$ cat src/rtl/unpooling.sv
// 2x2 nearest-neighbour upsampler: each pooled pixel is emitted twice live, then the
// buffered row is replayed once more to form the lower output row.
module unpooling #(
    parameter int DATA_W  = 16,
    parameter int IN_COLS = 12,
    parameter int IN_ROWS = 10
) (
    input  logic              clk,
    input  logic              Rst,
    input  logic [DATA_W-1:0] s_data,
    input  logic              valid_in,
    output logic              in_ready,
    output logic [DATA_W-1:0] result,
    output logic              valid_out,
    output logic              frame_done,
    output logic              overflow
);

    localparam int COL_W = $clog2(IN_COLS + 1);
    localparam int ROW_W = (IN_ROWS > 1) ? $clog2(IN_ROWS) : 1;
    localparam int IDX_W = (IN_COLS > 1) ? $clog2(IN_COLS) : 1;
    localparam int REP_W = IDX_W + 1;

    typedef enum logic [1:0] {TOP, DUP, REPLAY} state_t;

    state_t            state_q, state_d;
    logic [COL_W-1:0]  col_q, col_d;
    logic [ROW_W-1:0]  row_q, row_d;
    logic [REP_W-1:0]  rep_q, rep_d;
    logic [DATA_W-1:0] result_q, result_d;
    logic              valid_out_q, valid_out_d;
    logic              frame_done_q, frame_done_d;
    logic              overflow_q, overflow_d;
    logic              in_ready_q, in_ready_d;

    logic [DATA_W-1:0] line_mem [IN_COLS];
    logic              accept;
    logic [IDX_W-1:0]  wr_idx;
    logic [IDX_W-1:0]  rd_idx;

    assign accept = valid_in && in_ready_q;
    assign wr_idx = col_q[IDX_W-1:0];
    // Each buffered pixel is replayed on two consecutive cycles.
    assign rd_idx = rep_q[REP_W-1:1];

    always_comb begin
        state_d      = state_q;
        col_d        = col_q;
        row_d        = row_q;
        rep_d        = rep_q;
        result_d     = result_q;
        valid_out_d  = 1'b0;
        frame_done_d = 1'b0;
        in_ready_d   = in_ready_q;
        overflow_d   = overflow_q | (valid_in & ~in_ready_q);
        case (state_q)
            TOP: begin
                if (accept) begin
                    result_d    = s_data;
                    valid_out_d = 1'b1;
                    col_d       = col_q + COL_W'(1);
                    in_ready_d  = 1'b0;
                    state_d     = DUP;
                end
            end
            DUP: begin
                valid_out_d = 1'b1;
                if (col_q != COL_W'(IN_COLS)) begin
                    in_ready_d = 1'b1;
                    state_d    = TOP;
                end else begin
                    rep_d   = '0;
                    state_d = REPLAY;
                end
            end
            REPLAY: begin
                valid_out_d = 1'b1;
                result_d    = line_mem[rd_idx];
                rep_d       = rep_q + REP_W'(1);
                // Reopen the input on the final replay word so the next row follows gap-free.
                if (rep_q == REP_W'(2 * IN_COLS - 1)) begin
                    in_ready_d = 1'b1;
                    col_d      = '0;
                    state_d    = TOP;
                    if (row_q == ROW_W'(IN_ROWS - 1)) begin
                        row_d        = '0;
                        frame_done_d = 1'b1;
                    end else begin
                        row_d = row_q + ROW_W'(1);
                    end
                end
            end
            default: state_d = TOP;
        endcase
    end

    always_ff @(posedge clk or posedge Rst) begin
        if (Rst) begin
            state_q      <= TOP;
            col_q        <= '0;
            row_q        <= '0;
            rep_q        <= '0;
            result_q     <= '0;
            valid_out_q  <= 1'b0;
            frame_done_q <= 1'b0;
            overflow_q   <= 1'b0;
            in_ready_q   <= 1'b1;
        end else begin
            state_q      <= state_d;
            col_q        <= col_d;
            row_q        <= row_d;
            rep_q        <= rep_d;
            result_q     <= result_d;
            valid_out_q  <= valid_out_d;
            frame_done_q <= frame_done_d;
            overflow_q   <= overflow_d;
            in_ready_q   <= in_ready_d;
        end
    end

    // Row storage is deliberately unreset; entries are always written before replay.
    always_ff @(posedge clk) begin
        if (state_q == TOP && accept) begin
            line_mem[wr_idx] <= s_data;
        end
    end

    assign in_ready   = in_ready_q;
    assign result     = result_q;
    assign valid_out  = valid_out_q;
    assign frame_done = frame_done_q;
    assign overflow   = overflow_q;

endmodule

$ cat config.mk
export PLATFORM = sky130hd
export DESIGN_NAME = unpooling
export DESIGN_NICKNAME = d
export VERILOG_FILES = /design/src/rtl/unpooling.sv
export SDC_FILE = /design/constraint.sdc
export NUM_CORES = 1
export LEC_CHECK = 0
export CAP_MARGIN = 20
export CELL_PAD_IN_SITES_DETAIL_PLACEMENT = 0
export CELL_PAD_IN_SITES_GLOBAL_PLACEMENT = 1
export CORE_MARGIN = 5
export CORE_UTILIZATION = 40
export DETAILED_ROUTE_END_ITERATION = 7
export PLACE_DENSITY = 0.66
export SLEW_MARGIN = 0
export SYNTH_ARGS = -nofsm -noshare
export SYNTH_HDL_FRONTEND = slang
export SYNTH_SLANG_ARGS = --single-unit
$ cat constraint.sdc
create_clock -name clk -period 2.75 [get_ports clk]
set_input_delay 0.6875 -clock clk [delete_from_list [all_inputs] [get_ports clk]]
set_output_delay 0.6875 -clock clk [all_outputs]
set_load 0.02 [all_outputs]
==> flow_metrics.tcl <==
set metrics [dict create \
    wl_per_cell_um 22.3 \
    critPathArrivalTime_ns 1.67 \
    clock-sinks 227 \
    cts_resized 0 \
    synth_warnings 0 \
    grt_usage_pct 17.2 \
    layout_common_cells "edfxtp_1, mux2i_1, clkdlybuf4s50_1" \
    slew_violations 0 \
    irDropWorstVdd_v 0.000400 \
    max_cap_viol_count 0 \
    clock_skew_ns 0.0177 \
    r2r_start "state_q[0]" \
    netlist.top_cell.by_area "edfxtp_1" \
    start_util_pct 40.3 \
    setup_viol 0 \
    detail_route.vias_per_cell 5.36 \
    routed_wirelength_mm 22.3 \
    synth-compound-area-share_pct 9.01 \
    period_minus_slack_ns 2.35 \
    clock-root-buffer "clkbuf_16" \
    crit_path_start_kind "register" \
    cts_max_path_buffers 3 \
    path_delay_family "buffers and inverters" \
    p_per_area_nw_per_um2 754 \
    grt_overflow 0 \
    ant_nets 0 \
    final_util_pct 47.7 \
    period_share_pct 85.6 \
    first_iter_violations 549 \
    postCtsHoldBufs 0 \
    h-tree-depth 1 \
    grt_pass1_wl_mm 34.4 \
    mostFrequentLayoutCell "edfxtp_1" \
    synth_top_cell_area_share_pct 61.5 \
    crit_type "reg -> out" \
    io_buffers 38 \
    slowest_delay_ns 0.61 \
    avgSynthCellArea_um2 15.8 \
    end_kind "output port" \
    slew_headroom_pct 52.8 \
    via_count 5352 \
    hpwl_mm 15.4 \
    worstMarginPinSlew_ns 0.706 \
    clk_pin_slew_ns 0.06 \
    ys_seq_area_share_pct 70.9 \
    post_cts_buffers 0 \
    ys_seq_elements 227 \
    synth.area.top_cells "edfxtp_1, dfrtp_1, mux2i_1" \
    clkLatencyLatePin_ns 0.50 \
    tns_ns 0 \
    outcome "complete, no violations" \
    stdcell_count 999 \
    path_max_fanout 4 \
    postPlaceCellArea_um2 10400 \
    hold_viol 0 \
    drt-pass1-iter-count 5 \
    yosysUniqueCellTypes 50 \
    syn_nets 621 \
    fp-row-count 56 \
    grt_setup_unrepaired "false" \
    cp_data_required_time_ns 2.06 \
    numCtsBuffers 23 \
    setup.worst_path.end "in_ready" \
    gp_congestion 0.789 \
    grt_max_degree 76 \
    io_pins 39 \
    async_flop_share_pct 15.4 \
    stdcell_area_um2 11100 \
    r2r_end "col_q[2]" \
    grt_pass1_vias 5459 \
    dp.cells 960 \
    fmax_mhz 425 \
    dieArea_um2 26600 \
    p_leak_uw 0.00377 \
    crit_chain "clkdlybuf4s50_1" \
    synth_edf_count 192 \
    die_x_um 163 \
    area_growth_syn_to_layout_pct 18.4 \
    synth_top_family_by_area "multiplexers" \
    muxShareOfSynthArea_pct 9.20 \
    insertedDiodeCount 0 \
    synthSimpleGateAreaFrac_pct 6.80 \
    crit_start "in_ready" \
    drc 0 \
    cts_tree "done" \
    die_y_um 163 \
    cp.buffers_inverters 1 \
    grt_antenna_before_repair 0 \
    syn_area_um2 9370 \
    synth-adder-area-share_pct 1.34 \
    synth_cells 592 \
    cp_slowest_cell "clkdlybuf4s50_1" \
    core_um2 23300 \
    hold_path_class "reg -> reg" \
    synth-xor-area-share_pct 0.374 \
    synthFlopType "edfxtp_1" \
    reg2regPathDepth 7 \
    r2r_setup_slack_ns 0.65 \
    nNetsFinal 695 \
    drive_gt1_share_pct 16.8 \
    path_depth 1 \
]
-- cells in the mapped netlist (2+ instances only) --
cell / number
nand3b_1: 7
and2_1: 12
dfrtp_1: 34
buf_6: 3
mux4_2: 16
xnor2_1: 2
mux2i_1: 40
nand3_1: 5
a221oi_2: 4
nand4_1: 2
edfxtp_1: 192
a21o_1: 16
a21oi_1: 32
a22o_1: 9
o21ai_0: 29
nor2_1: 19
nand2_1: 31
nor3_1: 9
clkbuf_1: 10
or2_2: 3
buf_4: 8
nor3b_1: 3
xor2_1: 2
inv_1: 8
buf_1: 2
o22ai_1: 10
ha_1: 10
buf_2: 6
o31ai_1: 7
nand2b_1: 5
a22oi_1: 7
mux2_2: 9
nor2b_1: 16
o221ai_1: 8
-- kinds of logic (layout without fill, tap and decap cells) --
group,after synthesis,in the layout
AO/OA/AOI/OAI,127,127
XOR/XNOR,4,4
adder cells (fa/ha/maj),10,10
buffers and inverters,39,127
flip-flops,227,227
multiplexers,65,65
AND/OR/NAND/NOR,120,120
-- through the flow --
stage | hold WS, ns | worst slack [ns] | power, uW
after floorplan | 0.472 | 0.532 | 4890
final | 0.463 | 0.397 | 8370
after CTS | 0.465 | 0.369 | 8460
after global routing | 0.506 | 0.329 | 8720
after detailed placement | 0.446 | 0.0948 | 5550
after global placement | 0.447 | 0.147 | 5520
-- worst min-delay path by stage --
| stage | startpoint | end | slack (ns) | depth (start not counted) |
|---|---|---|---|---|
| 2_1_floorplan | row_q[2] | row_q[2] | 0.47 | 1 |
| 3_3_place_gp | overflow | overflow | 0.45 | 1 |
| 3_5_place_dp | overflow | overflow | 0.45 | 1 |
| 4_1_cts | overflow | overflow | 0.46 | 1 |
| 5_1_grt | overflow | overflow | 0.51 | 1 |
| 6_report | overflow | overflow | 0.46 | 1 |
-- sequential cells by signal, indices dropped and copies added (netlist names) --
name,count
col_q,4
frame_done,1
in_ready,1
line_mem,192
overflow,1
rep_q,5
result,16
row_q,4
state_q,2
valid_out,1
-- cell type report --
class                           count  area (um2)
Clock buffer                       28         604
Multi-Input combinational cell    326        2500
Fill cell                        2020       12200
Timing Repair Buffer               80         821
Sequential cell                   227        6650
Clock inverter                     11        95.1
Inverter                            8        30.0
Tap cell                          319         399
-- report_power, final --
group          leakage (uW)  switching (uW)  total (uW)  internal [uW]
Clock              0.000330            1240        2900           1660
Sequential          0.00216             141        4120           3980
Combinational       0.00129             780        1350            566
-- layer usage --
layer,share of wire [%],GRT usage (%),vias to the layer above
li1,-,-,2443
met1,44,24.3,2712
met2,48,28.6,165
met3,5.8,2.70,32
met4,1.9,3.85,0
met5,0,0,-
No activity file was read; power rests on OpenSTA's default activity.
==> RTL change (same settings) <==
Register the output `overflow` once more, without a reset; this adds one clock of latency there. The other outputs are not delayed to match.
--- a/src/rtl/unpooling.sv
+++ b/src/rtl/unpooling.sv
@@ -131,3 +131,5 @@
     assign frame_done = frame_done_q;
-    assign overflow   = overflow_q;
+    always_ff @(posedge clk) begin
+        overflow <= overflow_q;
+    end
 
Function: changed (a bounded check fails within 4 cycles, from zero or initial values and one cycle with Rst high).
==> RTL change against the unedited design <==
- combinational power hardly changed
- final area is 1.2% higher
- non-clock buffer count is 1 lower
- core utilization is 0.58 points higher
- clock power is 15% higher
- worst setup slack better by 0.010 ns
- highest routed layer unchanged
- routed wire length is 0.47% higher
- count of clock-buffer cells in the layout is 1 higher
- sequential cell count is 1 higher
- area after synthesis is 0.21% higher
- power is 5.5% higher
- critical path type unchanged
==> RTL change: results (changes against the unedited design) <==
metric,value,unit,change
vdd_drop_max,0.0003969,V,-0.77%
post-dp-hpwl,15470,um,+0.15%
holdCritStartpoint,overflow_q$_DFF_PP0_,,
yosys.cell_types.count,51,,+2.0%
syn_nets,622,,+0.16%
post_cts_buffers,0,,unchanged
tightestPinTransition,0.7398,ns,+0.03383 ns
yosysSeqAreaShare,0.7095,,about the same
drtIter0Drc,455,,-17%
synth-async-reset-ratio,0.1535,,-0.0006763
post-place-ws,0.1175,ns,+0.02271 ns
vias,5343,,-0.17%
outcome,finished clean,,
fill_cells,2050,,+1.5%
swShare,0.2483,,-0.009877
grt_pass1_wl,34180,um,-0.72%
r2r_start,rep_q[1]$_DFFE_PP0P_,,
drt-total-wl,22390,um,+0.47%
synth.area.top_cells,"edfxtp_1, dfrtp_1, mux2i_1",,
grt_pass1_vias,5521,,+1.1%
power.switching,0.002192,W,+1.5%
place_congestion,0.8005,,+1.4%
track_usage,0.1720,,-0.0003714
ys_warn_count,0,,unchanged
p_leak,3.837,nW,+1.7%
drive_gt1_frac,0.1701,,+0.002441
grt_max_degree,48,,-37%
clock-skew-final,0.008406,ns,-0.009297 ns
## RTL change: cell type report
cell class | count | area, um^2 | share of cell area
flip-flops and latches | 228 | 6668 | 0.5936
multi-input cells | 326 | 2504 | 0.2229
repair buffers | 79 | 813.3 | 0.07241
clock buffers | 29 | 628.1 | 0.05592
well taps | 319 | 399.1 | 0.03554
clock inverters | 12 | 190.2 | 0.01693
inverters | 8 | 30.03 | 0.002674
## RTL change: worst paths after layout
kind | slack (ns) | cells after the start | end
worst max-delay path | 0.41 | 1 | in_ready
min in group asynchronous | 0.47 | 2 | result[14]$_DFFE_PP0P_
max in group asynchronous | 1.59 | 3 | in_ready$_DFFE_PP1P_
worst min-delay path | 0.40 | 0 | overflow$_DFF_P_
worst max register to register | 0.52 | 6 | in_ready$_DFFE_PP1P_
worst min register to register | 0.40 | 0 | overflow$_DFF_P_
## RTL change: per-stage QoR
step                instances  hold slack [ns]  instance area (um^2)
floorplan                 593           0.3489                  9390
global placement          960           0.3551                 10410
detailed placement        960           0.3865                 10410
CTS                      1001           0.4007                 11230
global route             1001           0.4067                 11230
finish                   1001           0.3967                 11230
## RTL change: cell families after synthesis
group / count (synthesis) / share of synthesized area
flip-flops: 228 / 0.7095
AO/OA/AOI/OAI: 127 / 0.08994
AND/OR/NAND/NOR: 120 / 0.06782
multiplexers: 65 / 0.09181
buffers and inverters: 39 / 0.02385
adder cells (fa/ha/maj): 10 / 0.01332
XOR/XNOR: 4 / 0.003732
## RTL change: per-layer routing
metal,GRT usage,vias up,part of all wire
met5,0,-,0
met2,0.2815,162,0.48
met4,0.05185,0,0.029
met1,0.2368,2695,0.44
met3,0.03053,45,0.053
li1,-,2441,-
